## config.mk

```make
export PLATFORM = sky130hd
export DESIGN_NAME = dispatch_scheduler
export DESIGN_NICKNAME = d
export VERILOG_FILES = /design/src/rtl/dispatch_scheduler_pkg.sv /design/src/rtl/dispatch_scheduler_commit_window_tracker.sv /design/src/rtl/dispatch_scheduler.sv
export SDC_FILE = /design/constraint.sdc
export NUM_CORES = 1
export LEC_CHECK = 0
export ABC_AREA = 1
export BUFFER_PORTS_ARGS = -buffer_cell sky130_fd_sc_hd__buf_2
export CAP_MARGIN = 0
export CELL_PAD_IN_SITES_DETAIL_PLACEMENT = 1
export CELL_PAD_IN_SITES_GLOBAL_PLACEMENT = 2
export CORE_MARGIN = 4
export CORE_UTILIZATION = 26
export DETAILED_ROUTE_END_ITERATION = 6
export PLACE_DENSITY_LB_ADDON = 0.15
export SLEW_MARGIN = 15
export SYNTH_ARGS = -nofsm -noshare
export SYNTH_HDL_FRONTEND = slang
export SYNTH_SLANG_ARGS = --single-unit
```

## constraint.sdc

```tcl
create_clock -name clk -period 2.95 [get_ports clk]
set_input_delay 0.885 -clock clk [delete_from_list [all_inputs] [get_ports clk]]
set_output_delay 0.885 -clock clk [all_outputs]
set_load 0.02 [all_outputs]
```

## src/rtl/dispatch_scheduler_pkg.sv

```systemverilog
// Dispatch scheduler shared types.
// Commit ID width and sequencer state encodings.
package dispatch_scheduler_pkg;

  localparam int COMMIT_ID_WIDTH = 8;

  typedef logic [COMMIT_ID_WIDTH-1:0] commit_id_t;

  typedef enum logic [1:0] {
    SCHED_IDLE  = 2'd0,
    SCHED_ISSUE = 2'd1,
    SCHED_DRAIN = 2'd2
  } sched_state_t;

endpackage

```

## src/rtl/dispatch_scheduler_commit_window_tracker.sv

```systemverilog
// In-flight window tracker: issued minus committed IDs,
// modulo the commit ID space.
module commit_window_tracker
  import dispatch_scheduler_pkg::*;
#(
  parameter int MAX_INFLIGHT = 8
) (
  input  commit_id_t i_issue_id,
  input  commit_id_t i_next_id,
  output logic       o_window_open,
  output logic       o_drained
);

  localparam commit_id_t LIMIT =
    commit_id_t'(MAX_INFLIGHT);

  commit_id_t w_outstanding;

  assign w_outstanding = i_issue_id - i_next_id;
  assign o_window_open = w_outstanding < LIMIT;
  assign o_drained     = w_outstanding == '0;

endmodule

```

## src/rtl/dispatch_scheduler.sv

```systemverilog
// Per-sample block sequencer with bounded in-flight window.
// DISPATCH_OVERRUN_COUNT_EN adds a saturating overrun_count.
module dispatch_scheduler
  import dispatch_scheduler_pkg::*;
#(
  parameter  int n_blocks     = 256,
  parameter  int MAX_INFLIGHT = 8,
  localparam int BW           = $clog2(n_blocks),
  localparam int LW           = BW + 1
) (
  input  logic                       clk,
  input  logic                       reset,
  input  logic                       enable,
  input  logic                       sample_tick,
  input  logic [LW-1:0]              n_blocks_active,
  input  logic [COMMIT_ID_WIDTH-1:0] next_commit_id,
  output logic                       issue_valid,
  input  logic                       issue_ready,
  output logic [BW-1:0]              issue_block,
  output logic [COMMIT_ID_WIDTH-1:0] issue_commit_id,
  output logic                       busy,
  output logic                       done,
  output logic                       overrun,
  input  logic                       overrun_clear
`ifdef DISPATCH_OVERRUN_COUNT_EN
  ,
  output logic [15:0]                overrun_count
`endif
);

  sched_state_t r_state;
  sched_state_t w_state_nxt;
  logic [LW-1:0] r_len;
  logic [BW-1:0] r_block;
  commit_id_t    r_id;
  logic          r_done;
  logic          r_ovr;

  logic          w_window_open;
  logic          w_drained;
  logic          w_fire;
  logic          w_last;
  logic          w_idle_tick;
  logic          w_ovr_tick;
  logic [LW-1:0] w_len_in;

  commit_window_tracker #(
    .MAX_INFLIGHT(MAX_INFLIGHT)
  ) u_window (
    .i_issue_id   (r_id),
    .i_next_id    (next_commit_id),
    .o_window_open(w_window_open),
    .o_drained    (w_drained)
  );

  assign w_len_in =
    (n_blocks_active > LW'(n_blocks)) ?
    LW'(n_blocks) : n_blocks_active;

  assign w_fire      = issue_valid & issue_ready;
  assign w_last      = {1'b0, r_block} == (r_len - 1'b1);
  assign w_idle_tick = enable & sample_tick &
                       (r_state == SCHED_IDLE);
  // Ticks while a sample is still in flight only flag.
  assign w_ovr_tick  = enable & sample_tick &
                       (r_state != SCHED_IDLE);

  always_ff @(posedge clk) begin
    if (reset) r_state <= SCHED_IDLE;
    else       r_state <= w_state_nxt;
  end

  always_comb begin
    w_state_nxt = r_state;
    if (enable) begin
      unique case (r_state)
        SCHED_IDLE:
          if (sample_tick && w_len_in != '0)
            w_state_nxt = SCHED_ISSUE;
        SCHED_ISSUE:
          if (w_fire && w_last)
            w_state_nxt = SCHED_DRAIN;
        SCHED_DRAIN:
          if (w_drained)
            w_state_nxt = SCHED_IDLE;
        default:
          w_state_nxt = SCHED_IDLE;
      endcase
    end
  end

  always_comb begin
    issue_valid = 1'b0;
    busy        = r_state != SCHED_IDLE;
    if (r_state == SCHED_ISSUE)
      issue_valid = enable & w_window_open &
                    ~sample_tick;
  end

  always_ff @(posedge clk) begin
    if (reset) begin
      r_len   <= '0;
      r_block <= '0;
      r_id    <= '0;
      r_done  <= 1'b0;
      r_ovr   <= 1'b0;
    end else begin
      r_done <= (w_idle_tick & (w_len_in == '0)) |
                (enable & w_drained &
                 (r_state == SCHED_DRAIN));
      if (w_idle_tick) begin
        r_len   <= w_len_in;
        r_block <= '0;
      end else if (w_fire) begin
        r_block <= r_block + 1'b1;
        r_id    <= r_id + 1'b1;
      end
      if (w_ovr_tick)         r_ovr <= 1'b1;
      else if (overrun_clear) r_ovr <= 1'b0;
    end
  end

  assign issue_block     = r_block;
  assign issue_commit_id = r_id;
  assign done            = r_done;
  assign overrun         = r_ovr;

`ifdef DISPATCH_OVERRUN_COUNT_EN
  logic [15:0] r_ovr_cnt;

  always_ff @(posedge clk) begin
    if (reset)
      r_ovr_cnt <= '0;
    else if (overrun_clear)
      r_ovr_cnt <= {15'd0, w_ovr_tick};
    else if (w_ovr_tick && r_ovr_cnt != '1)
      r_ovr_cnt <= r_ovr_cnt + 1'b1;
  end

  assign overrun_count = r_ovr_cnt;
`endif

endmodule
```

# [Yosys cells after proc, flatten, opt, wreduce, memory -nomap -nowiden]
# Cells that the tools add are included.
[totals] regBits=29 inputBits=23 out_inout_bits=20 elab_cells=49
[op_classes] n_addsub=4 n_lt_le_gt_ge=2 eq_ne=6 mux=8 n_bitwise=12 n_reduce_logical=11
[ops] op="adder 8 x 1 -> 8 bit, second input constant" count=2
[ops] op="bitwise AND 1 bit" count=9
[ops] op="== test 8 x 9 -> 1 bit" count=1
[ops] op="> comparator 9 bit, second input constant" count=1
[ops] op="logical NOT 9 bit" count=1
[ops] op="two-way mux 9 bit" count=1
[ops] op="nonzero test 9 bit" count=1
[ops] op="subtractor 9 x 1 -> 9 bit, second input constant" count=1
[ops] op="logical NOT 8 bit" count=1
[ops] op="< comparator 8 x 4 -> 1 bit, second input constant" count=1
[ops] op="subtractor 8 bit" count=1
[ops] op="two-way mux 2 bit" count=3
[ops] op="case mux 2 bit (3 select lines)" count=1
[ops] op="!= test 2 bit, second input constant" count=2
[ops] op="AND reduction 4 bit" count=1
[ops] op="nonzero test 2 bit" count=2
[ops] op="two-way mux 1 bit" count=3
[ops] op="== test 2 x 1 -> 1 bit, second input constant" count=1
[ops] op="== test 2 bit, second input constant" count=1
[ops] op="logical AND 1 bit" count=2
[ops] op="logical NOT 2 bit" count=1
[ops] op="!= test 2 x 1 -> 1 bit, second input constant" count=1
[ops] op="inverter 1 bit" count=2
[ops] op="AND reduction 2 bit" count=1
[ops] op="other kinds (2)" count=2

# [Longest topological paths before layout]
[depth] depth_word=9 ltp_mapped=17

# [Hierarchy]
# Synthesis repeated with hierarchy kept, for this count alone.
[hier_totals] cells_unflattened=322 hier_area_um2=2059.5
[by_module_without_submodules] mod="dispatch_scheduler" n_inst=1 cells_per_inst=240 area_per_inst_um2=1625.3 seq_area_each_um2=580.6
[by_module_without_submodules] mod="commit_window_tracker" n_inst=1 cells_per_inst=82 area_per_inst_um2=434.2 seq_area_each_um2=0.0

# [Worst setup path before layout]
# Ideal clock, no wire load.
[synth_path] path_type="input-to-output" startpoint="in next_commit_id[0]" endpoint="out issue_valid" arrival_time_ns=2.271 required_time_ns=2.065 slack_ns=-0.206 cell_stages=11 path_cell_list="ha_1 inv_2 fa_1 nand2_1 nand2_1 nand2_1 nand2_1 nand2_1 nand3_1 nor2_2 and3_1"
[synth_between] elab_chain_len=5
[synth_lines] element="from (decl)" line="dispatch_scheduler.sv:16" source="input logic [COMMIT_ID_WIDTH-1:0] next_commit_id,"
[synth_lines] element="subtractor 8 bit" line="dispatch_scheduler_commit_window_tracker.sv:19" source="assign w_outstanding = i_issue_id - i_next_id;"
[synth_lines] element="< comparator 8 x 4 -> 1 bit" line="dispatch_scheduler_commit_window_tracker.sv:20" source="assign o_window_open = w_outstanding < LIMIT;"
[synth_lines] element="bitwise AND 1 bit (2 in series)" line="dispatch_scheduler.sv:96" source="issue_valid = enable & w_window_open &"
[synth_lines] element="two-way mux 1 bit" line="dispatch_scheduler.sv:95" source="if (r_state == SCHED_ISSUE)"
[synth_lines] element="to (decl)" line="dispatch_scheduler.sv:17" source="output logic issue_valid,"
# No other way between the ends.

# [Worst setup path after layout]
# Same ends and word-level chain as after synthesis.

==> summary.txt <==
Setup path
  • CP delay by family, top: simple AND/OR/NAND/NOR gates
  • Reg2reg end: issue_block[3]
  • Crit path to: issue_valid
  • Flop2flop setup slack: 370 ps
  • CP arrival: 2370 ps
  • CP Class: in -> out
  • Critical Path RT: 2070 ps
  • Buf/Inv on CP: 3
  • Worst Setup End Kind: output port
  • Critical path fanouts, max: 3
  • CP dominant cell by count: nand2_2
  • Reg-to-Reg Start: issue_commit_id[0]
  • Critical path launch point: next_commit_id[0]
  • Critical Path, Cell by Cell: buf_6 > ha_4 > inv_2 > fa_2 > nand2_2 > nand2_2 > nand2_1 > nand2_1 > nand2_2 > nand3_2 > nor2_2 > and3_4 > buf_6
  • R2R depth: 18
  • Crit-path max cell delay: 380 ps
  • WP depth: 13
  • Critical Path Source Type: primary input
  • Slowest cell on crit path: fa_2

Timing
  • Final period util: 1.10
  • RSZ-0062 raised after global routing: true
  • Setup ws final: -307 ps
  • Crit path time final: 3260 ps
  • Hold Vio Cnt, Final: 0
  • Clock Skew: 5.11 ps
  • F_max: 307 MHz
  • Max-slew violations: 0
  • Measured slew at the worst slew-check pin: 410 ps
  • Worst relative slew slack: 0.726
  • Setup tns final: -307 ps
  • Final setup viols: 1

Pwr
  • Combinational fraction of design power: 0.176
  • Reg power frac: 0.428
  • Clock network fraction of total power: 0.396
  • Pint: 0.677 mW
  • Psw: 0.262 mW
  • Lkg Pwr: 1.38 nW
  • Max VDD drop: 0.153 mV
  • Power Density: 347 nW/um^2
  • Switching Share: 0.279

Clock tree
  • H-tree level count: 2
  • Clk root buf: clkbuf_8
  • Post-CTS Hold Buffers: 0
  • Clock buffer depth: 2
  • CTS Buf Count: 5
  • TritonCTS clock tree: yes
  • Clock latency at the later pin of the worst-skew pair: 280 ps
  • Worst-path clk slew: 60 ps
  • Clock sink count: 29

Synth
  • Share of flip-flops with an asynchronous set or reset: 0
  • Register area share after synthesis: 0.287
  • EDFF count, synth: 0
  • Syn_area_per_cell: 6.43 um^2
  • Synth Cell Area: 2030 um^2
  • FF+latch count, synth: 29
  • Yosys cell types: 32
  • Instance count of the mapped netlist: 315
  • Ys flop type: dfxtp_1
  • Synth warnings: 0
  • Syn nets: 349

Cells and area
  • Layout area overhead: 33.6%
  • Share of layout cells above drive strength 1: 0.258
  • Commonest non-fill, non-tap cells in the layout: nand2_1 (71), inv_1 (54), buf_2 (40), dfxtp_1 (29), nor2_1 (26)
  • Antenna Cells: 0
  • Cell area after layout: 2710 um^2
  • Fin nets: 420
  • Most common cell after layout, fill and taps aside: nand2_1

Route
  • Wirelength, routed: 6.20 mm
  • Residual DRC: 0
  • Initial DRC Count: 76
  • Wirelength per Cell: 12.7 um
  • Total number of vias: 2187
  • 1st-pass router iterations: 4
  • Detail Route Antenna Nets: 0
  • Drt via density: 4.50

Die
  • Initial Util: 0.273
  • Row count: 31
  • Die width: 96.3 um
  • Die height: 96.3 um
  • Die ar.: 9270 um^2
  • Core Box Area: 7410 um^2
  • Io pins: 43

Placement
  • Dpl hpwl: 5.18 mm
  • Total placed instance area: 2540 um^2
  • Routability cong.: 0.799
  • Port Buffer Count: 42

Status
  • Status: complete, but fails checks
  • Failing checks: setup timing

Job
  • Total of max-cap violations: 0

Min path
  • Min-Delay Path Class: reg -> reg
  • Worst Hold Path Cells: 2

Global route
  • Initial antenna violation count: 0
  • Largest net degree at the start of global routing: 12
  • Via count of the first global-routing pass: 2158
  • GR Util All Layers: 0.143
  • Total gr overflow: 0
  • First-pass GRT wire length: 10.2 mm
-- Yosys cell counts (all sizes together) (3+ instances only) --
library cell / n / share of area
a21oi: 22 / 0.054
and3: 4 / 0.012
dfxtp: 29 / 0.29
ha: 10 / 0.062
inv: 58 / 0.11
nand2: 77 / 0.14
nand3: 27 / 0.067
nand4: 9 / 0.035
nor2: 32 / 0.069
nor3: 3 / 0.0074
o21ai: 13 / 0.032
o22ai: 7 / 0.022
xnor2: 3 / 0.013
xor2: 6 / 0.026
-- power by group through the flow --
stage	Clock, mW	Combinational (mW)	Sequential (mW)
floorplan	0	0.100	0.410
global placement	0	0.159	0.411
detailed placement	0	0.161	0.411
CTS	0.387	0.164	0.402
global route	0.406	0.191	0.403
finish	0.372	0.165	0.402
-- final cells by class --
| cell class | count | area [um^2] |
|---|---|---|
| tap | 99 | 124 |
| clock buffer | 7 | 96.3 |
| fill | 1000 | 4700 |
| timing repair buffer | 66 | 403 |
| sequential | 29 | 581 |
| clock inverter | 1 | 5.00 |
| multi-input combinational | 225 | 1280 |
| inverter | 59 | 221 |
-- registers in the layout (all words and copies together), names as in the netlist --
signal,flops
issue_commit_id,8
r_len,9
r_state,2
done,1
issue_block,8
overrun,1
-- per-stage QoR --
stage	hold WS [ps]	util	cells	setup WS, ps	power [mW]
2_1_floorplan	434	-	315	-96.0	0.511
3_3_place_gp	452	0.343	476	-297	0.570
3_5_place_dp	460	0.343	476	-322	0.573
4_1_cts	476	0.359	484	-248	0.952
5_1_grt	488	0.365	486	-421	1.00
6_report	468	0.365	486	-307	0.939
-- worst register-to-register path, cell delays in order, from the launching register on --
cell	delay, ps
dfxtp_1	340
inv_1	130
ha_4	140
inv_2	40
fa_2	380
nand2_2	80
nand2_2	70
nand2_1	80
nand2_1	70
nand2_2	70
nand3_2	70
nor2_2	140
buf_4	120
buf_4	110
nand4_4	140
buf_4	220
nor2_2	100
a21oi_1	70
o21a_1	120
-- metal layers --
| layer | part of all wire | wire, um | track usage | up-vias |
|---|---|---|---|---|
| met5 | 0 | 0 | 0 | - |
| met4 | 0.0039 | 24 | 0.0284 | 0 |
| met3 | 0.034 | 208 | 0.0289 | 2 |
| met2 | 0.43 | 2640 | 0.218 | 33 |
| met1 | 0.54 | 3320 | 0.207 | 996 |
| li1 | - | - | - | 1156 |
-- worst min-delay path by stage --
stage	startpoint	slack [ps]	endpoint
2_1_floorplan	r_len[8]	430	r_len[8]
5_1_grt	overrun	490	overrun
6_report	overrun	470	overrun
4_1_cts	r_len[8]	480	r_len[8]
3_3_place_gp	r_len[8]	450	r_len[8]
3_5_place_dp	overrun	460	overrun
-- cells by family after synthesis --
kind of cell / after synthesis / share of synthesized area
buffers and inverters: 61 / 0.117
AOI/OAI and AO/OA: 48 / 0.134
adders and majority gates: 11 / 0.0716
DFF: 29 / 0.287
and+or+nand+nor: 157 / 0.352
xor gates and xnor gates: 9 / 0.0389
-- what timing repair did --
| item | in CTS | in global routing |
|---|---|---|
| setup buffers | 0 | 2 |
| resized for setup | 6 | 8 |
| setup endpoints to repair | 1 | 1 |
| hold endpoints to repair | 0 | 0 |
| pin swaps | 0 | 8 |
No activity file was read; power rests on OpenSTA's default activity.
